==> config.mk <==
export PLATFORM = sky130hd
export DESIGN_NAME = pwm_deadtime_out
export DESIGN_NICKNAME = d
export VERILOG_FILES = /design/src/rtl/pwm_pkg.sv /design/src/rtl/deadtime_timer.sv /design/src/rtl/pwm_deadtime_out.sv
export SDC_FILE = /design/constraint.sdc
export NUM_CORES = 1
export LEC_CHECK = 0
export BUFFER_PORTS_ARGS = -buffer_cell sky130_fd_sc_hd__buf_4
export CAP_MARGIN = 30
export CORE_ASPECT_RATIO = 1.75
export CORE_UTILIZATION = 45
export DETAILED_ROUTE_END_ITERATION = 12
export PLACE_DENSITY = 0.75
export RECOVER_POWER = 50
export REMOVE_ABC_BUFFERS = 1
export SLEW_MARGIN = 0
export SYNTH_ARGS = -nofsm -noshare
export SYNTH_HDL_FRONTEND = slang
export SYNTH_SLANG_ARGS = --single-unit
==> constraint.sdc <==
create_clock -name clk -period 3.04 [get_ports clk]
set_clock_uncertainty 0.05 [all_clocks]
set_input_delay 0.456 -clock clk [delete_from_list [all_inputs] [get_ports clk]]
set_output_delay 0.456 -clock clk [all_outputs]
set_load 0.01 [all_outputs]
==> src/rtl/pwm_pkg.sv <==
// Shared definitions for the PWM output chain: counter/duty widths,
// the default period length and the gate-driver state encoding.
package pwm_pkg;

    localparam int PWM_PERIOD_MAX = 333;
    localparam int CNT_W          = 9;
    localparam int DUTY_W         = 9;
    localparam int DT_W           = 4;

    typedef enum logic [2:0] {
        ST_IDLE  = 3'd0,
        ST_L_ON  = 3'd1,
        ST_DT_LH = 3'd2,
        ST_H_ON  = 3'd3,
        ST_DT_HL = 3'd4
    } pwm_state_t;

endpackage

==> src/rtl/deadtime_timer.sv <==
// Dead-time down-counter shared by both dead-time states: loads DT-1 on
// entry, counts down while a dead-time state is held, flags zero.
module deadtime_timer
    import pwm_pkg::*;
#(
    parameter int DT = 8
) (
    input  logic clk,
    input  logic rst,
    input  logic i_load,
    input  logic i_dec,
    output logic o_zero
);

    logic [DT_W-1:0] r_cnt;

    // Count register: load has priority, decrement stops at zero.
    // NOTE: synchronous active-high reset inside the clocked block, and
    // non-blocking assignments so every register samples pre-edge values.
    always_ff @(posedge clk) begin
        if (rst) begin
            r_cnt <= '0;
        end else if (i_load) begin
            r_cnt <= DT_W'(DT - 1);
        end else if (i_dec && (r_cnt != '0)) begin
            r_cnt <= r_cnt - 1'b1;
        end
    end

    assign o_zero = (r_cnt == '0);

endmodule

==> src/rtl/pwm_deadtime_out.sv <==
// PWM output stage: shadowed and clamped duty register, duty demand
// compare against the period counter, and a complementary gate FSM that
// inserts dead time on every high/low side change.
module pwm_deadtime_out
    import pwm_pkg::*;
#(
    parameter int PERIOD_MAX = PWM_PERIOD_MAX,
    parameter int DT         = 8,
    parameter int DUTY_MIN   = 16,
    parameter int DUTY_MAX   = 317
) (
    input  logic              clk,
    input  logic              rst,
    input  logic              en,
    input  logic [CNT_W-1:0]  cnt_pwm,
    input  logic              e,
    input  logic [DUTY_W-1:0] te,
    output logic              pwm_h,
    output logic              pwm_l,
    output logic [DUTY_W-1:0] duty_applied,
    output logic              sat,
    output logic              dt_active
);

    // A duty beyond the last counter value can never be reached, so the
    // upper clamp never exceeds the period end.
    localparam int LP_DUTY_HI = (DUTY_MAX < PERIOD_MAX) ? DUTY_MAX : PERIOD_MAX;

    logic [DUTY_W-1:0] r_duty_sh;
    logic              r_sat;
    pwm_state_t        r_state;
    pwm_state_t        w_state_nxt;
    logic [DUTY_W-1:0] w_te_clamped;
    logic [DUTY_W-1:0] w_d_eff;
    logic              w_dem;
    logic              w_dt_load;
    logic              w_dt_dec;
    logic              w_dt_zero;

    // Clamp the requested duty: drop tiny pulses, limit long ones.
    always_comb begin
        if (te < DUTY_W'(DUTY_MIN)) begin
            w_te_clamped = '0;
        end else if (te > DUTY_W'(LP_DUTY_HI)) begin
            w_te_clamped = DUTY_W'(LP_DUTY_HI);
        end else begin
            w_te_clamped = te;
        end
    end

    // The fresh duty is used directly in cycle 0 so it governs its whole period.
    assign w_d_eff = e ? w_te_clamped : r_duty_sh;
    assign w_dem   = (cnt_pwm < w_d_eff);

    // Shadow duty and saturation flag, captured only at the period strobe.
    always_ff @(posedge clk) begin
        if (rst) begin
            r_duty_sh <= '0;
            r_sat     <= 1'b0;
        end else if (e) begin
            r_duty_sh <= w_te_clamped;
            r_sat     <= (w_te_clamped != te);
        end
    end

    // Gate FSM state register.
    always_ff @(posedge clk) begin
        if (rst) begin
            r_state <= ST_IDLE;
        end else begin
            r_state <= w_state_nxt;
        end
    end

    // Gate FSM next state; a disabled stage always falls back to IDLE.
    // NOTE: next state defaults to the current state before any branch so
    // no path leaves it unassigned and no latch is inferred.
    always_comb begin
        w_state_nxt = r_state;
        if (!en) begin
            w_state_nxt = ST_IDLE;
        end else begin
            case (r_state)
                ST_IDLE: begin
                    if (e) w_state_nxt = w_dem ? ST_DT_LH : ST_L_ON;
                end
                ST_L_ON: begin
                    if (w_dem) w_state_nxt = ST_DT_LH;
                end
                ST_DT_LH: begin
                    if (!w_dem)         w_state_nxt = ST_L_ON;
                    else if (w_dt_zero) w_state_nxt = ST_H_ON;
                end
                ST_H_ON: begin
                    if (!w_dem) w_state_nxt = ST_DT_HL;
                end
                ST_DT_HL: begin
                    if (w_dem)          w_state_nxt = ST_H_ON;
                    else if (w_dt_zero) w_state_nxt = ST_L_ON;
                end
                default: w_state_nxt = ST_IDLE;
            endcase
        end
    end

    // Reload the timer on every fresh entry into a dead-time state.
    assign w_dt_load = ((w_state_nxt == ST_DT_LH) || (w_state_nxt == ST_DT_HL)) &&
                       (w_state_nxt != r_state);
    assign w_dt_dec  = (r_state == ST_DT_LH) || (r_state == ST_DT_HL);

    deadtime_timer #(
        .DT (DT)
    ) u_deadtime_timer (
        .clk    (clk),
        .rst    (rst),
        .i_load (w_dt_load),
        .i_dec  (w_dt_dec),
        .o_zero (w_dt_zero)
    );

    // Gate outputs decode the registered state only, so they cannot glitch.
    assign pwm_h        = (r_state == ST_H_ON);
    assign pwm_l        = (r_state == ST_L_ON);
    assign dt_active    = w_dt_dec;
    assign duty_applied = r_duty_sh;
    assign sat          = r_sat;

endmodule

# == Word level (Yosys, flattened, before mapping) ==
# Index checks and enable logic that the tools add are counted.
# W data, S select, Z words.
# totals
wordCells,41
reg_bits,17
mem_count,0
ram_bits,0
out_inout_bits,13
romBits,0
latchBits,0
# op_classes
shift,0
addsub,1
multipliers,0
div,0
reduce_logical,9
n_lt_le_gt_ge,3
bitwise_logic,0
mux,15
eq_ne,8
# ops
operator,count
$mux W3,10
$mux W9,3
$pmux W3 S5,1
$eq A3 B2 Y1 const B,3
$gt A9 B9 Y1 const B,1
$lt A9 B5 Y1 const B,1
$lt A9 B9 Y1,1
$ne A9 B9 Y1,1
$eq A3 B3 Y1 const B,2
$logic_not A4 Y1,1
$reduce_bool A4 Y1,1
$sub A4 B1 Y4 const B,1
$eq A3 B1 Y1 const B,1
$logic_not A3 Y1,1
$ne A3 B3 Y1,1
$logic_and A1 B1 Y1,2
$logic_or A1 B1 Y1,2
$mux W2,1
$reduce_bool A2 Y1,1
$reduce_or A2 Y1,1

# == Logic depth before layout (Yosys ltp) ==
# depth
ltp_word,13
depth_mapped,10

# == Modules after synthesis ==
# Synthesis repeated with hierarchy kept, for this count alone.
# hier_totals
cells_unflattened,131
area_unflattened_um2,1112.3
# by_module_without_submodules
module,n_inst,area_each_um2,cells_each
pwm_deadtime_out,1,872.1,105
deadtime_timer,1,240.2,26

# == Least setup slack after synthesis ==
# Ideal clock, no wire load.
# synth_path
kind,input to register
from,in te[6]
to,reg u_deadtime_timer.r_cnt[1]
setup_ps,79
arrival_ps,2843
required_time_ps,2911
setup_slack_ps,68
stages,10
path_buffers,0
cell_sequence,or4_2 -> nor2_4 -> nor3_1 -> a21oi_1 -> ha_1 -> and4_1 -> o211a_1 -> o41a_4 -> or4_4 -> o211ai_1
# synth_via
elab_chain_len,13
word_cells_on_any_way,21
cone_classes,3 x order compare; 3 x eq/ne; 12 x mux; 3 x reduce/logical
# synth_lines
element,line_no,text
start: declaration,pwm_deadtime_out.sv:17,"input logic [DUTY_W-1:0] te,"
$gt A9 B9 Y1,pwm_deadtime_out.sv:44,end else if (te > DUTY_W'(LP_DUTY_HI)) begin
$mux W9,pwm_deadtime_out.sv:44,
$mux W9 (*),pwm_deadtime_out.sv:42,if (te < DUTY_W'(DUTY_MIN)) begin
$mux W9 (*),-,
$lt A9 B9 Y1 (*),pwm_deadtime_out.sv:53,assign w_dem = (cnt_pwm < w_d_eff);
$mux W2,pwm_deadtime_out.sv:85,if (e) w_state_nxt = w_dem ? ST_DT_LH : ST_L_ON;
$mux W3,pwm_deadtime_out.sv:85,
$pmux W3 S5 (*),pwm_deadtime_out.sv:83,case (r_state)
$mux W3 (*),pwm_deadtime_out.sv:80,if (!en) begin
$eq A3 B2 Y1 / $eq A3 B3 Y1 (equally long branches),pwm_deadtime_out.sv:107,assign w_dt_load = ((w_state_nxt == ST_DT_LH) || (w_state_nxt == ST_DT_HL)) &&
$logic_or A1 B1 Y1,pwm_deadtime_out.sv:107,
$logic_and A1 B1 Y1 (*),pwm_deadtime_out.sv:107,
$mux W3 / $reduce_bool A2 Y1 (equally long branches),-,
end signal: assignment,deadtime_timer.sv:24,r_cnt <= DT_W'(DT - 1);
end signal: assignment,deadtime_timer.sv:26,r_cnt <= r_cnt - 1'b1;
end: declaration,deadtime_timer.sv:15,logic [DT_W-1:0] r_cnt;
# Every way passes the cells marked *; elsewhere a longest branch is shown, timed or not.
# A chain may end at the register's enable or synchronous reset.

# == Worst setup path after layout ==
# layout_path
from,in te[6]
to,reg u_deadtime_timer.r_cnt[2]
# Same word-level chain as after synthesis.

==> flow_metrics.tcl <==
set metrics [dict create \
    combPwrFrac 0.293 \
    period_share 0.945 \
    syn-cell-area_sq_um 1090 \
    avgSynthCellArea_sq_um 8.23 \
    drt-total-wl_mm 3.15 \
    yosys-top-cells-count "nor2_1, dfxtp_1, a21oi_1" \
    cp-start-kind "primary input" \
    syn_inst 133 \
    hold_path_depth 2 \
    synth-seq-cells 17 \
    overflow 0 \
    ctsRootBufferMaster "clkbuf_8" \
    hp-start "rst" \
    wire_per_inst_um 15.2 \
    viasPerCell 5.84 \
    cts_buffers 3 \
    cts_max_path_buffers 2 \
    port_buffers 34 \
    ys_seq_area_frac 0.311 \
    hold_class "in -> reg" \
    synth.most_common_cell "nor2_1" \
    dieArea_sq_um 2640 \
    antenna_cells 0 \
    r2r-start "duty_applied[5]" \
    cp_data_arrival_time_ns 2.98 \
    max_freq_mhz 348 \
    first_pass_iters 4 \
    antenna_found_initial 0 \
    tritoncts "built" \
    fin_nets 214 \
    hold_viol 0 \
    placementRows 23 \
    synth-edff-count 0 \
    vias 1208 \
    drv_cap 0 \
    area_delta_synth_final_pct 35.2 \
    synthXorXnorAreaFrac 0.0320 \
    slew_viol_final 0 \
    grt_first_pass_wirelength_mm 4.78 \
    die_x_um 39.3 \
    async_flop_share 0 \
    path_clk_slew_ns 0.07 \
    num_io_pins 35 \
    rsz0062_at_grt "false" \
    maxSlewHeadroom 0.621 \
    clkPwrFrac 0.282 \
    dp.cells 200 \
    die_h_um 67.3 \
    drive_gt1_frac 0.269 \
    tightest_slew_ns 0.564 \
    cts_hold_buf 0 \
    grt_max_degree 16 \
    r2r_cells 7 \
    start_util 0.476 \
    yosys.area.top_type "dfxtp_1" \
    synth_top_family_by_area "simple AND/OR/NAND/NOR gates" \
    p_leak_nw 0.642 \
    ant_nets 0 \
    pwr_density_cell_nw_per_um2 400 \
    crit_path_max_fanout 5 \
    stdcell_area_sq_um 1480 \
    yosysTopAreaCellShare 0.311 \
    cts_sinks 17 \
    placed_cell_area_sq_um 1450 \
    synth_ff_type "dfxtp_1" \
    synth.lib_cells_used.distinct 42 \
    cp_data_required_time_ns 3.15 \
    status "finished clean" \
    finalCriticalPeriod_ns 2.87 \
    synth.mux.area_fraction 0.0183 \
    finalSetupViolCount 0 \
    cp-end-kind "flip-flop" \
    place.gp.congestion 0.796 \
    drt_iter0_drc 30 \
    htreeDepth 1 \
    p_switching_mw 0.177 \
    fin_cells 207 \
    seq_power_share 0.425 \
    synth-simple-area-share 0.277 \
    yosys_warnings 0 \
    grt_use_total 0.258 \
    power.internal_mw 0.415 \
    synth_fa_ha_area_frac 0.103 \
    synth_area_leaders "dfxtp_1, ha_1, nor2_1" \
    drc 0 \
    crit_type "in -> reg" \
    clk_latency_ns 0.25 \
    grt_pass1_vias 1121 \
    dp_hpwl_mm 2.42 \
    swShare 0.299 \
    peakVddDrop_mv 0.243 \
    crit_path_start "te[6]" \
    synth_compound_area_frac 0.225 \
    core_sq_um 2300 \
]
==> path summary, 6_finish.rpt <==
check / to / slack [ns]
worst max-delay path: u_deadtime_timer.r_cnt[2] / 0.17
worst min-delay path: duty_applied[1] / 0.45
worst max register to register: u_deadtime_timer.r_cnt[2] / 0.84
worst min register to register: sat / 0.45
==> stage by stage <==
| step | utilization | hold WS [ns] | total power [mW] | setup TNS (ns) | setup slack (ns) |
|---|---|---|---|---|---|
| after floorplan | - | 0.458 | 0.341 | 0 | 0.0693 |
| after global placement | 0.629 | 0.448 | 0.419 | -0.545 | -0.155 |
| after detailed placement | 0.629 | 0.447 | 0.428 | -0.850 | -0.194 |
| after CTS | 0.649 | 0.447 | 0.595 | 0 | 0.0617 |
| after global routing | 0.643 | 0.453 | 0.624 | 0 | 0.0780 |
| final | 0.643 | 0.446 | 0.592 | 0 | 0.167 |
==> logic make-up after synthesis <==
| kind of cell | after synthesis |
|---|---|
| compound gates | 36 |
| xor+xnor | 4 |
| fa+ha+maj | 9 |
| buf+inv | 8 |
| flops | 17 |
| mux | 2 |
| simple gates | 57 |
==> worst max-delay path: stages <==
cell and delay [ns]:
clkbuf_1 0.10, or4_4 0.55, nor2_4 0.17, nor3_1 0.07
a21oi_1 0.19, ha_1 0.29, a21oi_1 0.18, o21ai_1 0.13
a21o_2 0.23, or4_4 0.53, o221ai_1 0.09
==> area by class of cell <==
cell class / instances / area, sq um
clock buffers: 4 / 45.0
fillers: 215 / 822
inverters: 4 / 15.0
multi-input cells: 108 / 726
flip-flops and latches: 17 / 340
well taps: 25 / 31.3
repair buffers: 49 / 323
==> layout by cell type, fill, tap and decap left out, drive strengths merged <==
cell type	netlist	final
ha	9	9
a211o	1	1
a311oi	2	2
and4	3	3
a21o	1	1
and2	1	1
nor4b	1	1
nand2b	1	1
or2b	1	1
mux2i	2	2
o211a	1	1
buf	1	36
nor3b	1	1
nor3	7	7
nor2b	3	3
or3	3	3
or2	1	1
nand2	9	9
o21bai	1	1
o221ai	2	2
and3	2	2
inv	4	4
nor2	21	21
a211oi	1	1
xor2	2	2
nor4	1	1
xnor2	2	2
o41ai	1	1
a31oi	1	1
o211ai	1	1
or4	2	2
dfxtp	17	17
o21ai	8	8
clkbuf	3	17
o21a	1	1
o41a	1	1
a21oi	12	12
a2bb2oi	2	2
==> timing repair <==
item,in CTS,in global routing
endpoints found under the setup margin,0,5
resized for setup,0,3
buffers inserted,0,3
==> state kept, by name (all words and copies together), names as in the netlist <==
register,count
r_state,3
duty_applied,9
sat,1
u_deadtime_timer.r_cnt,4
==> per-layer routing <==
layer | GRT usage | vias up | share of wire
met4 | 0.121 | 0 | 0.019
met1 | 0.265 | 570 | 0.36
li1 | - | 587 | -
met5 | 0 | - | 0
met2 | 0.481 | 45 | 0.58
met3 | 0.0329 | 6 | 0.041
==> power groups by stage <==
| stage | clock network, mW | registers, mW | logic [mW] |
|---|---|---|---|
| 3_5_place_dp | 0 | 0.256 | 0.171 |
| 3_3_place_gp | 0 | 0.256 | 0.164 |
| 2_1_floorplan | 0 | 0.257 | 0.0838 |
| 5_1_grt | 0.180 | 0.254 | 0.190 |
| 6_report | 0.167 | 0.252 | 0.173 |
| 4_1_cts | 0.171 | 0.252 | 0.172 |
No activity file was read; power rests on OpenSTA's default activity.
